**src/rtl/harness_pkg.sv**
```systemverilog
// harness_pkg: shared opcodes, status codes, states and packet layout for the delay-line harness
package harness_pkg;
  localparam logic [7:0] OP_WRITE = 8'h01;
  localparam logic [7:0] OP_READ = 8'h02;
  localparam logic [7:0] OP_RUN = 8'h03;
  localparam logic [7:0] OP_PING = 8'h04;
  localparam logic [7:0] ST_OK = 8'h00;
  localparam logic [7:0] ST_BAD_OP = 8'h01;
  localparam logic [7:0] ST_TIMEOUT = 8'h02;
  localparam int OP_LSB = 0;
  localparam int ADDR_LSB = 8;
  localparam int DATA_LSB = 16;
  localparam int RESP_LEN = 4;
  typedef enum logic [2:0] {IDLE, DECODE, WR, MEAS, WAIT, RESP} state_t;
  typedef enum logic [1:0] {S_IDLE, S_TX, S_GUARD, S_WAITB} ser_t;
  function automatic logic [31:0] resp_word(logic [7:0] status, logic [7:0] op, logic [15:0] rdata);
    return {rdata, op, status};
  endfunction
endpackage

```
**src/rtl/resp_ser.sv**
```systemverilog
// resp_ser: sends a 32-bit response LSB byte first under the tx_valid/tx_busy handshake
module resp_ser
  import harness_pkg::*;
(
  input  logic        clk,
  input  logic        reset,
  input  logic        start,
  input  logic [31:0] word,
  input  logic        tx_busy,
  output logic [7:0]  tx_data,
  output logic        tx_valid,
  output logic        done
);
  ser_t st;
  logic [31:0] sh;
  logic [31:0] src;
  logic [2:0] cnt;
  logic send;
  always_comb begin
    src = st == S_IDLE ? word : sh;
    done = st == S_WAITB && !tx_busy && cnt == 3'(RESP_LEN);
    send = !tx_busy && ((st == S_IDLE && start) || (st == S_WAITB && cnt != 3'(RESP_LEN)));
  end
  always_ff @(posedge clk) begin
    if (reset) begin
      st <= S_IDLE;
      sh <= '0;
      cnt <= '0;
      tx_data <= '0;
      tx_valid <= 1'b0;
    end else begin
      tx_valid <= send;
      if (send) tx_data <= src[7:0];
      sh <= send ? {8'h00, src[31:8]} : (st == S_IDLE && start) ? word : sh;
      cnt <= (st == S_IDLE ? 3'd0 : cnt) + 3'(send);
      st <= send ? S_TX : st == S_TX ? S_GUARD : st == S_GUARD ? S_WAITB :
            done ? S_IDLE : (st == S_IDLE && start) ? S_WAITB : st;
    end
  end
endmodule

```
**src/rtl/cmd_sched.sv**
```systemverilog
// cmd_sched: pops host command packets, runs config/measurement actions and returns 4-byte responses
module cmd_sched
  import harness_pkg::*;
#(
  parameter int TIMEOUT_CYCLES = 1000000,
  parameter int DATA_W = 16
) (
  input  logic              clk,
  input  logic              reset,
  input  logic [31:0]       fifo_data,
  input  logic              fifo_empty,
  output logic              fifo_rd_en,
  output logic [7:0]        cfg_addr,
  output logic [DATA_W-1:0] cfg_wr_data,
  output logic              cfg_wr_en,
  input  logic [DATA_W-1:0] cfg_rd_data,
  output logic              meas_start,
  input  logic              meas_done,
  input  logic [DATA_W-1:0] meas_result,
  output logic [7:0]        tx_data,
  output logic              tx_valid,
  input  logic              tx_busy
);
  localparam int CW = TIMEOUT_CYCLES > 1 ? $clog2(TIMEOUT_CYCLES) : 1;
  localparam logic [CW-1:0] LAST = CW'(TIMEOUT_CYCLES - 1);
  state_t st;
  logic [31:0] cmd;
  logic [31:0] resp;
  logic [CW-1:0] cnt;
  logic [7:0] op;
  logic ser_start;
  logic ser_done;
  assign op = cmd[OP_LSB +: 8];
  assign cfg_addr = cmd[ADDR_LSB +: 8];
  assign cfg_wr_data = cmd[DATA_LSB +: DATA_W];
  assign fifo_rd_en = st == IDLE && !fifo_empty && !reset;
  assign cfg_wr_en = st == WR;
  assign meas_start = st == MEAS;
  always_ff @(posedge clk) begin
    if (reset) begin
      st <= IDLE;
      cmd <= '0;
      resp <= '0;
      cnt <= '0;
      ser_start <= 1'b0;
    end else begin
      ser_start <= 1'b0;
      case (st)
        IDLE: if (!fifo_empty) begin
          cmd <= fifo_data;
          st <= DECODE;
        end
        DECODE: begin
          st <= op == OP_WRITE ? WR : op == OP_RUN ? MEAS : RESP;
          if (op != OP_RUN) begin
            ser_start <= 1'b1;
            resp <= resp_word(op inside {OP_WRITE, OP_READ, OP_PING} ? ST_OK : ST_BAD_OP, op,
                              op == OP_READ ? cfg_rd_data : '0);
          end
        end
        WR: st <= RESP;
        MEAS: begin
          cnt <= '0;
          st <= WAIT;
        end
        WAIT: if (meas_done || cnt == LAST) begin
          st <= RESP;
          ser_start <= 1'b1;
          resp <= resp_word(meas_done ? ST_OK : ST_TIMEOUT, op, meas_done ? meas_result : '0);
        end else cnt <= cnt + 1'b1;
        RESP: if (ser_done) st <= IDLE;
        default: st <= IDLE;
      endcase
    end
  end
  resp_ser u_ser (
    .clk(clk),
    .reset(reset),
    .start(ser_start),
    .word(resp),
    .tx_busy(tx_busy),
    .tx_data(tx_data),
    .tx_valid(tx_valid),
    .done(ser_done)
  );
endmodule

```
**config.mk**
```make
export PLATFORM = sky130hd
export DESIGN_NAME = cmd_sched
export DESIGN_NICKNAME = d
export VERILOG_FILES = /design/src/rtl/harness_pkg.sv /design/src/rtl/resp_ser.sv /design/src/rtl/cmd_sched.sv
export SDC_FILE = /design/constraint.sdc
export NUM_CORES = 1
export LEC_CHECK = 0
export CAP_MARGIN = 0
export CORE_UTILIZATION = 55
export CTS_BUF_LIST = sky130_fd_sc_hd__clkbuf_2 sky130_fd_sc_hd__clkbuf_4 sky130_fd_sc_hd__clkbuf_8
export DETAILED_ROUTE_END_ITERATION = 8
export GPL_TIMING_DRIVEN = 0
export PLACE_DENSITY = 0.83
export SYNTH_ARGS = -nofsm -noshare
export SYNTH_HDL_FRONTEND = slang
export SYNTH_SLANG_ARGS = --single-unit
```
**constraint.sdc**
```tcl
create_clock -name clk -period 3.78 [get_ports clk]
set_input_delay 0.378 -clock clk [delete_from_list [all_inputs] [get_ports clk]]
set_output_delay 0.378 -clock clk [all_outputs]
set_load 0.02 [all_outputs]
```
==> results summary <==
The startpoint identified for the worst register-to-register timing path is u_ser.st[0]$_SDFFE_PP0P_. The final weighted congestion in routability-driven placement is between 0.8 and 0.9. The routed via count divided by cell count is between 5 and 6. The type of destination of the critical path is an output port. In this run the static leakage power is 2.61 nW. After clock tree synthesis, the setup repair step added 0 buffers.

The run finished with clean final reports. Dividing the detail-routed wire length by the instance count gives around 16 um. The upper clock frequency limit is 332 MHz.

In this run the clock root is driven by a sky130_fd_sc_hd__clkbuf_8. The critical path required time came out at 3.40 ns. The origin of the worst setup path is st[2]$_SDFFE_PP0P_. The slew at the pin closest to its max-slew limit is around 0.80 ns. The power density relative to cell area is just under 500 nW/um2.

In this run the deepest clock path goes through 2 buffers. The count of buffers from port buffering is approximately 100. Dividing the synthesized area by the synthesized cell count gives roughly 8.1 um2. The worst vdd rail ir drop came out at 0.332 mV.

The count of distinct cell types in the synthesized netlist is roughly 60. The total overflow left after global routing is 0. The floorplan step defined a die boundary enclosing 11100 um2.

The final routed DRC violation total is 0. The relative max-transition margin came out at 46.2%. The detailed router placed 5731 vias in this run. The worst hold path belongs to the class register to register. The number of nets with antenna violations after routing came out at 0. The beginning of the worst hold path is u_ser.sh[15]$_SDFFE_PP0P_.

In the final timing run, aggregate negative setup slack is 0 ns. The via count of the first global-routing pass is around 5.6k. The effective utilization at floorplan is between 50% and 60%. The number of detailed-route iterations in the first pass came out at 5. The final critical path time including I/O delays and setup is 3.02 ns. The async set-reset flop share out of synthesis is 0%. The post-cts sizing count came out at 0. Counting every instance in the synthesized netlist gives between 700 and 800.

The worst path uses around four fifths of the clock period. Of the cells placed in the final design, the portion with a size suffix greater than 1 is 11.4%. The synthesized area is between 5000 and 6000 um2.

The final layout contains ~920 nets. The synthesized design contains 0 enable-type register cells. The number of antenna cells inserted came out at 0.

The number of buffers and inverters on the critical path is 4. Setup repair after global routing left no endpoint under its margin. Grouping stages by cell kind, the critical path spends the most delay in buffers and inverters. The maximum clock skew at final layout is about 0.0079 ns.

The clock latency reported for the late side of the worst-skew pair came out at 0.44 ns. The first global-routing pass estimated about 26 mm of wire. After floorplanning, the core was divided into 37 placement rows. The maximum level of the CTS H-tree is 4.

The number of antenna violations at the first check in global routing came out at 0. The maximum fanout along the worst path came out at 10. The worst setup path is launched from a register.

The number of violations reported at the end of detailed-routing iteration 0 came out at between 300 and 400. The clock tree from TritonCTS is yes. The signal on the critical path passes through clkbuf_1 > or4_1 > clkbuf_1 > clkbuf_1 > nor2_1 > clkdlybuf4s50_1.

The number of hold-slack violations in the final timing report came out at 0. Entering global routing, the biggest net connects 17 pins. The critical path arrival is 2.64 ns. Clock-pin slew was measured on the worst setup and hold paths at 0.07 ns. The number of clock buffers added by TritonCTS is 17. The peak per-stage delay on the critical path came out at about 0.61 ns. The count of hold buffers inserted by post-cts repair came out at 0. The number of pins with negative max-slew slack in the final report came out at 0. The number of sinks on the clock net is ~130.

In the synthesized netlist the dominant register cell turns out to be sky130_fd_sc_hd__dfxtp_1. The synthesis-stage register bit count is 128. On the critical path, the stage with the largest delay is an instance of sky130_fd_sc_hd__clkdlybuf4s50_1. The synthesis-to-finish area growth is 28.2%. Across every metal layer, demand over resource in global routing totals a little under 30%.

The core area is about 10000 um2. The max-capacitance violation count came out at 0. The HPWL after detailed placement is 11.3 mm.

The pre-CTS setup slack is ~1.0 ns. The cell that appears most often on the critical path is sky130_fd_sc_hd__clkbuf_1. Once routing completed, OpenROAD measured the worst setup slack at 0.764 ns. Setup violations remaining at the end of the flow were counted as 0. The part of the Yosys area used for sequential elements came out at 43.5%. The total wirelength of the detailed-routed design came out at between 15 and 20 mm.

The setup path with the least slack is of type register to output port. The floorplan step set the die width to 105 um. When the netlist entered floorplanning its net count stood at 800.

During synthesis, Yosys emitted a total of 0 warnings. In this run the vertical extent of the chip is 105 um. The number of primary I/O pins came out at approximately 110.
tightest hold or removal path: stages (launching register included):
cell                      delay (ns)
sky130_fd_sc_hd__dfxtp_1        0.31
sky130_fd_sc_hd__nand2_1        0.05
sky130_fd_sc_hd__a21oi_1        0.05
routing by layer:
layer,up-vias,GRT usage [%],part of all wire (%),routed length [um]
li1,2793,-,-,-
met5,-,0,0,0
met2,224,50.0,50,7790
met3,40,6.56,6.4,1010
met1,2674,34.3,41,6490
met4,0,13.0,2.7,430
report_power, final:
| group | switching, mW | total, mW | leakage [nW] | internal (mW) |
|---|---|---|---|---|
| Clock | 0.538 | 1.37 | 0.232 | 0.830 |
| Combinational | 0.446 | 0.764 | 1.34 | 0.318 |
| Sequential | 0.0753 | 1.52 | 1.04 | 1.45 |
| Total | 1.06 | 3.65 | 2.61 | 2.60 |
sequential cells by signal, indices dropped and copies added, names as in the netlist:
| signal | count |
|---|---|
| u_ser.st | 2 |
| resp | 26 |
| u_ser.tx_valid | 1 |
| cnt | 20 |
| cmd | 32 |
| u_ser.tx_data | 8 |
| ser_start | 1 |
| u_ser.cnt | 3 |
| st | 3 |
| u_ser.sh | 32 |
cells in the final DEF (no fill, tap or decap), types with 3 or more instances in the layout:
cell type	count
sky130_fd_sc_hd__a211oi_1	4
sky130_fd_sc_hd__a211oi_2	13
sky130_fd_sc_hd__a21oi_1	90
sky130_fd_sc_hd__a22oi_1	16
sky130_fd_sc_hd__and2_1	5
sky130_fd_sc_hd__buf_2	8
sky130_fd_sc_hd__buf_4	25
sky130_fd_sc_hd__bufinv_16	5
sky130_fd_sc_hd__clkbuf_1	40
sky130_fd_sc_hd__clkbuf_8	19
sky130_fd_sc_hd__clkdlybuf4s50_1	103
sky130_fd_sc_hd__clkinv_2	4
sky130_fd_sc_hd__dfxtp_1	128
sky130_fd_sc_hd__ha_1	3
sky130_fd_sc_hd__inv_1	6
sky130_fd_sc_hd__mux2i_1	7
sky130_fd_sc_hd__nand2_1	168
sky130_fd_sc_hd__nand2b_1	5
sky130_fd_sc_hd__nand3_1	45
sky130_fd_sc_hd__nand4_1	3
sky130_fd_sc_hd__nor2_1	21
sky130_fd_sc_hd__nor2b_1	3
sky130_fd_sc_hd__nor3_1	22
sky130_fd_sc_hd__nor4b_1	3
sky130_fd_sc_hd__o211ai_1	22
sky130_fd_sc_hd__o21ai_0	22
sky130_fd_sc_hd__o31ai_1	5
sky130_fd_sc_hd__or3_1	8
sky130_fd_sc_hd__or4_1	6
sky130_fd_sc_hd__xor2_1	5
cells by family (layout without fill, tap and decap cells):
group | count (synthesis) | count (layout) | synth area share [%]
XOR/XNOR | 6 | 6 | 0.892
buffers and inverters | 84 | 219 | 7.65
AND/OR/NAND/NOR | 313 | 313 | 25.6
multiplexers | 7 | 7 | 1.19
adder cells (fa/ha/maj) | 3 | 3 | 0.638
AO/OA/AOI/OAI | 187 | 187 | 20.5
flip-flops | 128 | 128 | 43.5
synthesized netlist by cell type (all sizes together) (9+ instances only):
library cell / number / area, um2
a211oi: 17 / 193
nand3: 46 / 235
a21oi: 90 / 450
nor3: 23 / 126
a22oi: 16 / 120
or3: 9 / 61.3
nand2: 169 / 642
buf: 38 / 278
dfxtp: 128 / 2560
clkbuf: 40 / 150
nor2: 22 / 85.1
o211ai: 22 / 165
o21ai: 25 / 133
final cells by class:
| cell class | count | area, um2 |
|---|---|---|
| Tap cell | 136 | 170 |
| Timing Repair Buffer | 103 | 1030 |
| Multi-Input combinational cell | 516 | 2880 |
| Fill cell | 807 | 2820 |
| Buffer | 78 | 428 |
| Clock buffer | 21 | 277 |
| Clock inverter | 11 | 185 |
| Inverter | 6 | 22.5 |
| Sequential cell | 128 | 2560 |
path summary, 6_finish.rpt:
kind                                                   to  slack [ns]  cells after the start
worst min-delay path            u_ser.sh[15]$_SDFFE_PP0P_        0.45                      2
worst min register to register  u_ser.sh[15]$_SDFFE_PP0P_        0.45                      2
worst max-delay path                           fifo_rd_en        0.76                      6
worst max register to register    u_ser.cnt[2]$_SDFF_PP0_        1.25                     10
metrics by stage:
stage	power, mW	cell area (um2)	util (%)	hold WS, ns	instances
final	3.65	7550	72.8	0.453	999
after global routing	3.80	7550	72.8	0.471	999
after floorplan	2.04	5890	-	0.425	728
after detailed placement	2.30	7090	68.4	0.443	967
after CTS	3.65	7550	72.8	0.452	999
after global placement	2.27	7090	68.4	0.437	967
Note: power is estimated with default switching activity, not from simulation.
